<file path="config.mk">
export PLATFORM = sky130hd
export DESIGN_NAME = alu_seq
export DESIGN_NICKNAME = d
export VERILOG_FILES = /design/src/rtl/alu_seq.sv
export SDC_FILE = /design/constraint.sdc
export NUM_CORES = 1
export LEC_CHECK = 0
export BUFFER_PORTS_ARGS = -buffer_cell sky130_fd_sc_hd__buf_2
export CAP_MARGIN = 10
export CORE_MARGIN = 10
export CORE_UTILIZATION = 60
export DETAILED_ROUTE_END_ITERATION = 10
export PLACE_DENSITY = 0.83
export SYNTH_ARGS = -nofsm -noshare
export SYNTH_HDL_FRONTEND = slang
export SYNTH_SLANG_ARGS = --single-unit
</file>
<file path="constraint.sdc">
create_clock -name clk -period 11.33 [get_ports clk]
set_input_delay 0.5665 -clock clk [delete_from_list [all_inputs] [get_ports clk]]
set_output_delay 0.5665 -clock clk [all_outputs]
set_load 0.01 [all_outputs]
</file>
<file path="src/rtl/alu_seq.sv">
// alu_seq: multi-cycle valid/ready ALU; shifts and rotates step one bit per cycle.
// Defining ALU_SEQ_MUL_EN adds an iterative shift-add unsigned multiply on op 1100.
module alu_seq #(
    parameter int WIDTH = 16,
    localparam int SW = $clog2(WIDTH)
) (
    input  logic             clk,
    input  logic             reset,
    input  logic             in_valid,
    output logic             in_ready,
    input  logic [WIDTH-1:0] a,
    input  logic [WIDTH-1:0] b,
    input  logic [3:0]       op,
    input  logic             cin,
    output logic             out_valid,
    input  logic             out_ready,
    output logic [WIDTH-1:0] r,
    output logic             c,
    output logic             z,
    output logic             n,
    output logic             o
);
    typedef enum logic [1:0] {IDLE, SHIFT, MUL, DONE} state_t;
    state_t r_state, w_next;
    logic [SW:0] r_cnt;
    logic [WIDTH-1:0] r_work, r_res;
    logic [1:0] r_sh;
    logic r_cf, r_c, r_z, r_n, r_o;
    logic w_accept, w_is_sh, w_is_mul, w_last, w_fill, w_sh_cf, w_c1, w_o1, w_fin_c, w_fin_o;
    logic [SW-1:0] w_k;
    logic [WIDTH-1:0] w_bb, w_r1, w_sh_work, w_fin_r;
    logic [WIDTH:0] w_sum;
    assign in_ready = r_state == IDLE && !reset;
    assign out_valid = r_state == DONE;
    assign {r, c, z, n, o} = {r_res, r_c, r_z, r_n, r_o};
    assign w_k = b[SW-1:0];
    assign w_accept = in_valid && in_ready;
    assign w_is_sh = op[3:2] == 2'b10 && w_k != '0;
    assign w_last = r_cnt == (SW+1)'(1);
`ifdef ALU_SEQ_MUL_EN
    assign w_is_mul = op == 4'b1100;
`else
    assign w_is_mul = 1'b0;
`endif
    assign w_bb = op == 4'b0001 ? ~b : b;
    assign w_sum = {1'b0, a} + {1'b0, w_bb} + (WIDTH+1)'(op == 4'b0001 || (op == 4'b0010 && cin));
    // Rotates feed the ring bit back in; logical shifts feed zero.
    assign w_fill = ~r_sh[1] & r_cf;
    assign w_sh_work = r_sh[0] ? {r_work[WIDTH-2:0], w_fill} : {w_fill, r_work[WIDTH-1:1]};
    assign w_sh_cf = r_sh[0] ? r_work[WIDTH-1] : r_work[0];
    always_comb begin
        w_r1 = '0;
        w_c1 = 1'b0;
        w_o1 = 1'b0;
        case (op)
            4'b0000, 4'b0001, 4'b0010: begin
                w_r1 = w_sum[WIDTH-1:0];
                w_c1 = w_sum[WIDTH];
                w_o1 = a[WIDTH-1] == w_bb[WIDTH-1] && w_sum[WIDTH-1] != a[WIDTH-1];
            end
            4'b0011: w_r1 = a & b;
            4'b0100: w_r1 = a | b;
            4'b0101: w_r1 = a ^ b;
            4'b0110: w_r1 = ~a;
            4'b0111: w_r1 = ~a + 1'b1;
            4'b1000, 4'b1001, 4'b1010, 4'b1011: begin
                w_r1 = a;
                w_c1 = ~op[1] & cin;
            end
            default: ;
        endcase
    end
`ifdef ALU_SEQ_MUL_EN
    logic [WIDTH-1:0] r_hi, r_mcand;
    logic [WIDTH:0] w_msum;
    assign w_msum = {1'b0, r_hi} + (r_work[0] ? {1'b0, r_mcand} : '0);
`endif
    always_comb begin
        w_fin_r = w_r1;
        w_fin_c = w_c1;
        w_fin_o = w_o1;
        if (r_state == SHIFT) begin
            w_fin_r = w_sh_work;
            w_fin_c = w_sh_cf;
            w_fin_o = 1'b0;
        end
`ifdef ALU_SEQ_MUL_EN
        if (r_state == MUL) begin
            w_fin_r = {w_msum[0], r_work[WIDTH-1:1]};
            w_fin_c = |w_msum[WIDTH:1];
            w_fin_o = 1'b0;
        end
`endif
    end
    always_comb begin
        w_next = r_state;
        case (r_state)
            IDLE: if (w_accept) w_next = w_is_sh ? SHIFT : w_is_mul ? MUL : DONE;
            SHIFT, MUL: if (w_last) w_next = DONE;
            DONE: if (out_ready) w_next = IDLE;
            default: ;
        endcase
    end
    always_ff @(posedge clk) begin
        if (reset) r_state <= IDLE;
        else r_state <= w_next;
    end
    always_ff @(posedge clk) begin
        if (reset) begin
            r_cnt <= '0;
            r_work <= '0;
            r_sh <= '0;
            r_cf <= 1'b0;
            r_res <= '0;
            {r_c, r_z, r_n, r_o} <= '0;
`ifdef ALU_SEQ_MUL_EN
            r_hi <= '0;
            r_mcand <= '0;
`endif
        end else begin
            if (w_accept) begin
                r_cnt <= w_is_mul ? (SW+1)'(WIDTH) : {1'b0, w_k};
                r_work <= w_is_mul ? b : a;
                r_sh <= op[1:0];
                r_cf <= cin;
`ifdef ALU_SEQ_MUL_EN
                r_hi <= '0;
                r_mcand <= a;
`endif
            end else if (r_state == SHIFT) begin
                r_cnt <= r_cnt - 1'b1;
                r_work <= w_sh_work;
                r_cf <= w_sh_cf;
            end
`ifdef ALU_SEQ_MUL_EN
            else if (r_state == MUL) begin
                r_cnt <= r_cnt - 1'b1;
                {r_hi, r_work} <= {w_msum, r_work[WIDTH-1:1]};
            end
`endif
            if (w_next == DONE && r_state != DONE) begin
                r_res <= w_fin_r;
                r_c <= w_fin_c;
                r_z <= w_fin_r == '0;
                r_n <= w_fin_r[WIDTH-1];
                r_o <= w_fin_o;
            end
        end
    end
endmodule

</file>
==> results.tsv, run 1 <==
stage	metric	value	unit
die	die_h	109	µm
route	avgViaCountPerCell	6.52	
route	dr.pass1.iters	5	
timing	finalSetupViolations	0	
timing	rsz0062_at_grt	false	
die	initial_core_util	61.5	%
die	dieWidth	109	µm
power	power_leakage	2.20	nW
timing	final-max-slew-violation-count	0	
route	drc	0	
synthesis	synth_edf_count	0	
timing	setup_tns	0	ns
clock_network	cts_root_buffer	clkbuf_8	
setup_path	cp_slowest_cell	fa_1	
timing	slew_headroom	22.6	%
timing	finClkSkew	0.0119	ns
clock_network	post_cts_buffers	0	
clock_network	clkTransAtPathRegs	0.09	ns
clock_network	clk_latency	0.30	ns
power	ir_drop	0.0540	mV
finish	final_util	67.3	%
setup_path	cp_data_required_time	11.55	ns
finish	area_growth	9.46	%
clock_network	tritoncts	yes	
synthesis	ys_top_cells_by_area	dfxtp_1 (19%), ha_1 (14%), nor2_1 (5.9%), xnor2_1 (5.5%), mux2i_1 (5.3%)	
setup_path	rrSetupSlack	8.06	ns
route	wl_per_cell	19.2	µm
route	finalWirelength	14600	µm
finish	final_nets	755	
status	status	finished, final reports clean	
synthesis	yosys_most_used_dff	dfxtp_1	
setup_path	crit_top_cell	fa_1	
synthesis	synthCells	623	
die	core	7730	µm²
setup_path	critPathTopFamily	compound AO/OA/AOI/OAI gates	
clock_network	clock_path_buffers	2	
setup_path	slowest_delay	0.44	ns
setup_path	cp-start-kind	input port	
setup_path	endpoint_kind	register	
timing	finalCritPeriodShare	37.1	%
synthesis	synth-seq-cells	45	
synthesis	syn_area_per_cell	7.62	µm²
placed_design	hpwl	11300	µm
global_route	grt_pass1_wl	23500	µm
timing	tightest_slew	1.16	ns
synthesis	synth_warnings	0	
finish	antennaDiodeCount	0	
timing	fmaxAchievable	0.238	GHz
finish	final_cell_area	5200	µm²
timing	postLayoutSetupSlackWorst	7.13	ns
setup_path	path_class	input port to register	
placed_design	gp_congestion	0.950	
synthesis	syn_nets	720	
die	dieArea	11900	µm²
synthesis	yosysUniqueCellTypes	66	
route	ant_nets	0	
global_route	gr-usage-all-layers	24.1	%
synthesis	async_reset_ff_share	0	%
setup_path	worstPathArrival	4.43	ns
placed_design	pre_cts_slack	6.86	ns
finish	drive_gt1_share	14.4	%
timing	hold_violations	0	
synthesis	yosysTopAreaCell	dfxtp_1	
synthesis	netlist_area	4750	µm²
synthesis	netlist.area_leader.share	19.0	%
route	dr_total_vias	4964	
global_route	grt_max_degree	49	
min_path	hold_path_class	register to register	
die	rows	32	
clock_network	cts-resized-gates	0	
timing	fin_crit	4.20	ns
clock_network	cts.hold.buffers_added	0	
placed_design	placedInstanceArea	5090	µm²
setup_path	cp_num_buf_inv	2	
route	drtIter0Drc	536	
global_route	antenna_found_initial	0	
setup_path	crit_path_cell_trace	buf_2 > nand2b_1 > nor3_2 > buf_4 > xnor2_1 > fa_1 > fa_1 > a211oi_1 > nor2_1 > a31oi_1 > o221ai_1 > a21oi_1 > xor2_1 > o22ai_1 > or3_1 > o32ai_2	
power	p_per_area	103	nW/µm²
setup_path	cp_max_fo	21	
global_route	grt_pass1_vias	4613	
synthesis	seq_area_frac_synth	19.0	%
clock_network	cts_buffers	5	
placed_design	io_buffers	62	
clock_network	htree_num_levels	2	
global_route	grt-ovfl-total	0	
job	maxCapViolations	0	
clock_network	clkSinkCount	45	
die	ios	63	
synthesis	yosys-top-cells-count	nor2_1 (75), ha_1 (54), dfxtp_1 (45), inv_1 (45), nand2_1 (41)	
synthesis	yosysMostFrequentCell	nor2_1	
==> sequential cells by signal, indices dropped and copies added, names as in the netlist <==
register and cells:
r_state 2, c 1, r 16, r_cf 1, z 1, r_sh 2
o 1, r_work 16, r_cnt 5
==> cell families (layout without fill, tap and decap cells) <==
family | count (synthesis) | after routing | share of synthesized area [%]
compound gates | 163 | 163 | 23.9
buf+inv | 87 | 123 | 7.19
flops | 45 | 45 | 19.0
xor+xnor | 37 | 37 | 6.82
mux | 35 | 35 | 7.64
fa+ha+maj | 56 | 56 | 15.1
simple gates | 200 | 200 | 20.4
==> tightest hold or removal path: cells and delay by family, from the launching register on <==
kind / cells / cell delay, ns
flip-flops: 1 / 0.32
AO/OA/AOI/OAI: 1 / 0.06
AND/OR/NAND/NOR: 1 / 0.06
==> where the power goes <==
| part | switching, W | internal, W | leakage, nW |
|---|---|---|---|
| logic | 0.000136 | 0.0000910 | 1.78 |
| registers | 0.0000138 | 0.000173 | 0.367 |
| clock network | 0.0000569 | 0.0000663 | 0.0554 |
==> path summary, 6_finish.rpt <==
| check | start | endpoint | cells past startpoint |
|---|---|---|---|
| worst max register to register | r_state[1]$_SDFF_PP0_ | z$_SDFFE_PP0P_ | 10 |
| worst min-delay path | r_sh[1]$_SDFFE_PP0P_ | r_sh[1]$_SDFFE_PP0P_ | 2 |
| worst min register to register | r_sh[1]$_SDFFE_PP0P_ | r_sh[1]$_SDFFE_PP0P_ | 2 |
| worst max-delay path | op[0] | z$_SDFFE_PP0P_ | 16 |
==> layout make-up <==
class / count / area (µm²)
sequential: 45 / 901
tap: 102 / 128
clock buffer: 6 / 72.6
inverter: 46 / 173
timing repair buffer: 69 / 363
fill: 692 / 2530
clock inverter: 2 / 38.8
multi-input combinational: 491 / 3520
==> metal layers <==
layer  track usage [%]  wire, µm  vias up
li1                  -         -     2322
met1              32.6      6240     2310
met2              37.9      6610      296
met3              3.66      1400       36
met4              8.76       374        0
met5                 0         0        -
==> placed cells by master (no fill, tap or decap), types with 3 or more instances in the layout <==
master     n
a21o_1     7
xor2_1     7
mux2i_1   25
buf_4      7
nand4_1    4
nand3b_1   3
nand2_1   41
ha_1      54
a222oi_1   3
nor3_1    19
nor2_1    75
o21ai_0   26
nand3_1   11
a31oi_1    8
mux2_2    10
nand2b_1   9
clkbuf_8   5
xnor2_1   30
a211oi_1  21
a211o_1    3
buf_2     62
nor2b_1    9
a311oi_1   3
a21oi_1   35
nor4_1     6
nand4b_1   3
a221oi_1   7
o211ai_1   9
o221ai_1   6
a22oi_1    5
dfxtp_1   45
o22ai_1    6
inv_1     45
==> stage by stage <==
stage | hold WS (ns) | total power (W) | instances
floorplan | 0.444 | 0.000349 | 623
global placement | 0.464 | 0.000404 | 753
detailed placement | 0.464 | 0.000410 | 753
CTS | 0.476 | 0.000532 | 761
global route | 0.496 | 0.000568 | 761
finish | 0.478 | 0.000537 | 761
No activity file was read; power rests on OpenSTA's default activity.
==> run 2, diff against run 1 <==
ABC_AREA = 1   (was not set)
CORE_UTILIZATION = 54   (was 60)
PLACE_DENSITY = 0.78   (was 0.83)
clock period = 3.43 ns   (was 11.33 ns; I/O delays follow)
==> run 2 against run 1 <==
Sequential power increased to 3.4 times the previous value. Power increased to 3.5 times the previous value. Synthesized area increased by 6.0%. Count of clock-buffer cells in the layout decreased by 1. Critical path type unchanged. Wire length increased by 3.0%. Cell area increased by 5.9%. Critical path depth increased by 7. Combinational power increased to 4.1 times the previous value. Clock power increased to 2.6 times the previous value. Largest cell class unchanged.
==> results.tsv, run 2 <==
stage	metric	value	unit	change
global_route	use_met3	3.49	%	was 3.66%
placed_design	gp_congestion	0.984		was 0.950
timing	finalCritPeriodShare	82.8	%	
synthesis	synth_top_family_by_area	simple AND/OR/NAND/NOR gates		was compound AO/OA/AOI/OAI gates
synthesis	yosys_most_used_dff	dfxtp_1		unchanged
route	ant_nets	0		unchanged
job	maxCapViolations	0		unchanged
setup_path	r2r-end	r[3]$_SDFFE_PP0P_		was z$_SDFFE_PP0P_
clock_network	cts_root_buffer	clkbuf_8		unchanged
synthesis	syn_area_per_cell	5.95	µm²	was 7.62 µm²
synthesis	synth-xor-area-share	3.30	%	was 6.82%
min_path	hold_depth	3		was 2
route	dr_total_vias	5636		was 4964
die	ios	63		unchanged
timing	rsz0062_at_grt	false		unchanged
synthesis	synth-seq-cells	45		unchanged
synthesis	synthCells	847		was 623
synthesis	netlist_area	5040	µm²	was 4750 µm²
route	dr.pass1.iters	6		was 5
synthesis	yosys-top-cells-count	nand2_1 (217), inv_1 (117), nor2_1 (110)		was nor2_1 (75), ha_1 (54), dfxtp_1 (45), inv_1 (45), nand2_1 (41)
synthesis	async_reset_ff_share	0	%	unchanged
setup_path	path_class	input port to register		unchanged
die	core	9150	µm²	was 7730 µm²
clock_network	post_cts_buffers	0		unchanged
timing	finClkSkew	0.0108	ns	was 0.0119 ns
timing	final-max-slew-violation-count	0		unchanged
die	dieArea	13600	µm²	was 11900 µm²
global_route	grt_pass1_vias	5154		was 4613
route	drtIter0Drc	569		was 536
route	drc	0		unchanged
route	wl_per_cell	14.9	µm	was 19.2 µm
status	status	finished, final reports clean		unchanged
timing	hold_violations	0		unchanged
setup_path	worstPathArrival	3.07	ns	was 4.43 ns
synthesis	synth_mux_area_share	0	%	was 7.64%
clock_network	clkTransAtPathRegs	0.08	ns	was 0.09 ns
clock_network	cts.hold.buffers_added	0		unchanged
synthesis	netlist.area_leader.share	17.9	%	was 19.0%
setup_path	rr_startpoint	r_state[0]$_SDFF_PP0_		was r_state[1]$_SDFF_PP0_
synthesis	ys_top_cells_by_area	dfxtp_1 (18%), nand2_1 (16%), ha_1 (13%), inv_1 (8.7%), nor2_1 (8.2%)		was dfxtp_1 (19%), ha_1 (14%), nor2_1 (5.9%), xnor2_1 (5.5%), mux2i_1 (5.3%)
timing	finalSetupViolations	0		unchanged
synthesis	yosysTopAreaCell	dfxtp_1		unchanged
placed_design	placedInstanceArea	5420	µm²	was 5090 µm²
synthesis	synth_edf_count	0		unchanged
setup_path	ff2ff_path_depth	13		was 10
clock_network	clk_latency	0.30	ns	about the same
clock_network	cts_buffers	5		unchanged
power	p_per_area	343	nW/µm²	was 103 nW/µm²
min_path	min_from	op[0]		was r_sh[1]$_SDFFE_PP0P_
placed_design	hpwl	11800	µm	was 11300 µm
synthesis	yosysUniqueCellTypes	40		was 66
global_route	grt-ovfl-total	0		unchanged
route	finalWirelength	15100	µm	was 14600 µm
power	power_leakage	3.00	nW	was 2.20 nW
setup_path	critical_path.startpoint	op[0]		unchanged
power	ir_drop	0.260	mV	was 0.0540 mV
min_path	hold_path_class	input port to register		was register to register
synthesis	synth-compound-area-share	17.2	%	was 23.9%
die	die_h	117	µm	was 109 µm
die	initial_core_util	55.0	%	was 61.5%
global_route	gr-usage-all-layers	22.2	%	was 24.1%
global_route	antenna_found_initial	0		unchanged
timing	fin_crit	2.84	ns	
min_path	worst_hold_path.endpoint	r_sh[0]$_SDFFE_PP0P_		was r_sh[1]$_SDFFE_PP0P_
synthesis	yosysMostFrequentCell	nand2_1		was nor2_1
finish	mostFrequentLayoutCell	nand2_1		was nor2_1
finish	area_growth	9.29	%	was 9.46%
timing	tightest_slew	0.699	ns	was 1.16 ns
global_route	grt_util_met1	28.9	%	was 32.6%
finish	antennaDiodeCount	0		unchanged
finish	drive_gt1_share	11.3	%	was 14.4%
synthesis	seq_area_frac_synth	17.9	%	was 19.0%
clock_network	clkSinkCount	45		unchanged
setup_path	cp_data_required_time	3.66	ns	was 11.55 ns
timing	slew_headroom	53.3	%	was 22.6%
die	rows	35		was 32
synthesis	synth_simple_gate_area_share	35.1	%	was 20.4%
synthesis	synth_warnings	0		unchanged
global_route	met2_usage	36.4	%	was 37.9%
global_route	grt_max_degree	32		was 49
placed_design	io_buffers	62		unchanged
die	dieWidth	117	µm	was 109 µm
clock_network	htree_num_levels	2		unchanged
setup_path	rrSetupSlack	1.21	ns	was 8.06 ns
finish	final_cell_mix	nand2_1 (217), inv_1 (117), nor2_1 (110)		was nor2_1 (75), buf_2 (62), ha_1 (54)
synthesis	syn_nets	944		was 720
global_route	busiest_layer	met2		unchanged
clock_network	tritoncts	yes		unchanged
timing	setup_tns	0	ns	unchanged
setup_path	endpoint_kind	register		unchanged
clock_network	cts-resized-gates	0		unchanged
finish	final_nets	996		was 755
timing	fmaxAchievable	0.352	GHz	
clock_network	clock_path_buffers	2		unchanged
synthesis	synthAdderAreaFrac	14.2	%	was 15.1%
setup_path	cp-start-kind	input port		unchanged
route	avgViaCountPerCell	5.57		was 6.52
finish	final_cell_area	5500	µm²	was 5200 µm²
setup_path	cp_max_fo	16		was 21
global_route	grt_pass1_wl	24800	µm	was 23500 µm
## run 2: cell types whose count changed after synthesis, moves of 19 or more
cell and change:
nand3_1 +51, a211oi_1 -19, xnor2_1 -27, mux2i_1 -25, o21ai_0 +30, nor2_1 +35, nand2_1 +176, inv_1 +72
## run 2: worst max-delay path by stage
stage	end	slack, ns	cells after the start
after CTS	z$_SDFFE_PP0P_	0.61	21
after floorplan	z$_SDFFE_PP0P_	0.37	20
after global routing	z$_SDFFE_PP0P_	0.28	22
after detailed placement	z$_SDFFE_PP0P_	0.33	21
after global placement	z$_SDFFE_PP0P_	0.38	21
final	z$_SDFFE_PP0P_	0.59	23
## run 2: layer usage
layer | vias up | part of all wire, %
met5 | - | 0
met4 | 0 | 2.9
met3 | 39 | 9.1
met2 | 254 | 46
met1 | 2503 | 42
li1 | 2840 | -
## run 2: power breakdown
| part | internal (W) | switching [W] | leakage, nW | total, W |
|---|---|---|---|---|
| Combinational | 0.000323 | 0.000600 | 2.59 | 0.000923 |
| Sequential | 0.000601 | 0.0000432 | 0.367 | 0.000644 |
| Clock | 0.000141 | 0.000182 | 0.0439 | 0.000323 |
## run 2: area by class of cell
class | count | area [µm²]
tap | 111 | 139
sequential | 45 | 901
clock buffer | 5 | 68.8
fill | 937 | 3650
clock inverter | 3 | 17.5
inverter | 125 | 469
timing repair buffer | 73 | 393
multi-input combinational | 649 | 3520
## run 2: through the flow
stage               cells  utilization [%]  hold WS (ns)  total power [W]  worst slack (ns)
global placement     1003             59.2         0.468          0.00156             0.384
finish               1011             60.1         0.198          0.00189             0.590
CTS                  1011             60.1         0.192          0.00189             0.606
detailed placement   1003             59.2         0.471          0.00156             0.326
floorplan             847                -         0.326          0.00130             0.366
global route         1011             60.1         0.209          0.00206             0.283
## run 2: logic make-up (layout without fill, tap and decap cells)
| logic type | after synthesis | after routing |
|---|---|---|
| buffers and inverters | 153 | 206 |
| XOR/XNOR | 19 | 19 |
| adder cells (fa/ha/maj) | 56 | 56 |
| AND/OR/NAND/NOR | 424 | 424 |
| flip-flops | 45 | 45 |
| AO/OA/AOI/OAI | 150 | 150 |
## run 2: worst max-delay path, cell delays in order
cell	delay, ns
buf_2	0.12
inv_1	0.07
nor2_1	0.09
nand2_1	0.11
buf_4	0.28
nand2_1	0.10
fa_1	0.43
fa_1	0.42
nand2_1	0.08
nand2_1	0.10
nand3_1	0.12
nand2_1	0.10
nand2_1	0.08
nand2_1	0.06
nor2_1	0.08
nor2_1	0.05
nand2_1	0.08
nand3_1	0.07
nand2_1	0.08
nand2_1	0.07
nor2_1	0.11
nand3_1	0.08
a21oi_1	0.11
==> run 3, diff against run 2 <==
clock period = 2.35 ns   (was 3.43 ns; I/O delays follow)
==> run 3 against run 2 <==
First-iteration DRC count grew 11%. Worst hold slack lost 0.0063 ns. Register-to-register slack worse by 1.1 ns. Clock skew decreased by 0.0043 ns. Clock power up 68%. Cell area rose by 13%. Cell count rose by 6.4%. Largest cell class unchanged. Die area unchanged. Combinational power rose by 72%.
==> results.tsv, run 3 (synthesis gave the netlist of run 2 again) <==
stage	metric	value	unit	change
timing	hold_violations	0		unchanged
timing	fmaxAchievable	0.426	GHz	
global_route	gr-usage-all-layers	23.3	%	was 22.2%
timing	finClkSkew	0.00651	ns	was 0.0108 ns
setup_path	cp_data_required_time	2.60	ns	was 3.66 ns
global_route	grt_util_met1	30.4	%	was 28.9%
clock_network	clkSinkCount	45		unchanged
clock_network	clkTransAtPathRegs	0.09	ns	was 0.08 ns
route	avgViaCountPerCell	5.40		was 5.57
global_route	grt_pass1_vias	5519		was 5154
setup_path	cp-start-kind	input port		unchanged
global_route	antenna_found_initial	0		unchanged
route	wl_per_cell	14.7	µm	was 14.9 µm
power	power_leakage	3.38	nW	was 3.00 nW
finish	final_cell_area	6230	µm²	was 5500 µm²
timing	finalSetupViolations	0		unchanged
setup_path	endpoint_kind	register		unchanged
route	dr.pass1.iters	6		unchanged
route	finalWirelength	15800	µm	was 15100 µm
die	initial_core_util	55.0	%	unchanged
status	status	finished, final reports clean		unchanged
finish	final_nets	1061		was 996
finish	final_cell_mix	nand2_1 (199), inv_1 (116), nor2_1 (108)		was nand2_1 (217), inv_1 (117), nor2_1 (110)
setup_path	rrSetupSlack	0.13	ns	was 1.21 ns
global_route	grt_pass1_wl	26100	µm	was 24800 µm
placed_design	gp_congestion	0.947		was 0.984
route	dr_total_vias	5813		was 5636
job	maxCapViolations	0		unchanged
die	rows	35		unchanged
setup_path	cp_max_fo	3		was 16
clock_network	cts_buffers	5		unchanged
finish	antennaDiodeCount	0		unchanged
placed_design	placedInstanceArea	5960	µm²	was 5420 µm²
global_route	grt_max_degree	32		unchanged
global_route	met2_usage	39.9	%	was 36.4%
setup_path	path_class	input port to register		unchanged
placed_design	io_buffers	62		unchanged
finish	final_util	68.1	%	was 60.1%
placed_design	dp_cells	1067		was 1003
finish	area_growth	23.7	%	was 9.29%
die	dieArea	13600	µm²	unchanged
clock_network	clock_path_buffers	2		unchanged
die	die_h	117	µm	unchanged
clock_network	cts.hold.buffers_added	0		unchanged
route	ant_nets	0		unchanged
finish	n_fill_cell	873		was 937
global_route	busiest_layer	met2		unchanged
clock_network	htree_num_levels	2		unchanged
power	p_per_area	493	nW/µm²	was 343 nW/µm²
setup_path	worstPathArrival	2.59	ns	was 3.07 ns
die	ios	63		unchanged
clock_network	cts_root_buffer	clkbuf_8		unchanged
global_route	use_met3	2.72	%	was 3.49%
die	core	9150	µm²	unchanged
route	drtIter0Drc	632		was 569
timing	slew_headroom	46.7	%	was 53.3%
min_path	hold_path_class	input port to register		unchanged
global_route	grt-ovfl-total	0		unchanged
timing	fin_crit	2.35	ns	
clock_network	clk_latency	0.31	ns	was 0.30 ns
timing	rsz0062_at_grt	true		was false
route	drc	0		unchanged
timing	finalCritPeriodShare	99.8	%	
finish	layout.cells.non_filler	1076		was 1011
clock_network	tritoncts	yes		unchanged
finish	mostFrequentLayoutCell	nand2_1		unchanged
die	dieWidth	117	µm	unchanged
timing	final-max-slew-violation-count	0		unchanged
timing	tightest_slew	0.798	ns	was 0.699 ns
placed_design	hpwl	12400	µm	was 11800 µm
power	ir_drop	0.380	mV	was 0.260 mV
finish	drive_gt1_share	21.3	%	was 11.3%
power	p_total	0.00307	W	was 0.00189 W
==> run 3: area by class of cell <==
| class | instances | area, µm² | share of cell area (%) |
|---|---|---|---|
| flip-flops and latches | 45 | 901 | 14.5 |
| clock inverters | 1 | 5.00 | 0.0803 |
| well taps | 111 | 139 | 2.23 |
| clock buffers | 7 | 96.3 | 1.55 |
| inverters | 125 | 482 | 7.73 |
| multi-input cells | 649 | 3690 | 59.2 |
| repair buffers | 138 | 917 | 14.7 |
==> run 3: final timing paths <==
path,to,start,cells past startpoint
worst max-delay path,z$_SDFFE_PP0P_,op[1],17
worst max register to register,z$_SDFFE_PP0P_,r_state[0]$_SDFF_PP0_,15
worst min-delay path,r_sh[0]$_SDFFE_PP0P_,op[0],4
worst min register to register,z$_SDFFE_PP0P_,z$_SDFFE_PP0P_,2
==> run 3: timing repair <==
action,in CTS,in global routing
buffers inserted,0,1
resized for setup,9,37
endpoints found under the setup margin,3,11
pin swaps,7,19
==> run 3: power by group <==
part | switching, W | internal, W | total, W
logic | 0.000949 | 0.000640 | 0.00159
registers | 0.0000644 | 0.000877 | 0.000942
clock network | 0.000276 | 0.000266 | 0.000542
==> run 3: layer usage <==
metal | share of wire (%) | vias to the layer above | routed length [µm]
li1 | - | 2968 | -
met1 | 45 | 2637 | 7120
met2 | 48 | 184 | 7660
met3 | 5.2 | 24 | 827
met4 | 1.3 | 0 | 201
met5 | 0 | - | 0
==> run 3: critical path: stages <==
cell and delay (ns):
buf_2 0.13, nor2_4 0.12, nand2_4 0.09, xor2_2 0.15, fa_2 0.36, fa_2 0.38
xnor2_1 0.16, o21ai_0 0.09, nor2_1 0.14, nand2_1 0.09, a21oi_2 0.16, nand3_1 0.10
nor2_1 0.11, nand3_1 0.09, nor2_1 0.12, nand3_1 0.08, a21oi_1 0.12
==> run 3: stage by stage <==
| step | hold slack, ns | setup slack [ns] | setup TNS (ns) |
|---|---|---|---|
| after floorplan | 0.272 | -0.186 | -0.446 |
| after global placement | 0.465 | -0.366 | -3.50 |
| after detailed placement | 0.461 | -0.438 | -4.19 |
| final | 0.191 | 0.00479 | 0 |
| after global routing | 0.197 | -0.126 | -0.383 |
| after CTS | 0.179 | -0.00986 | -0.00986 |
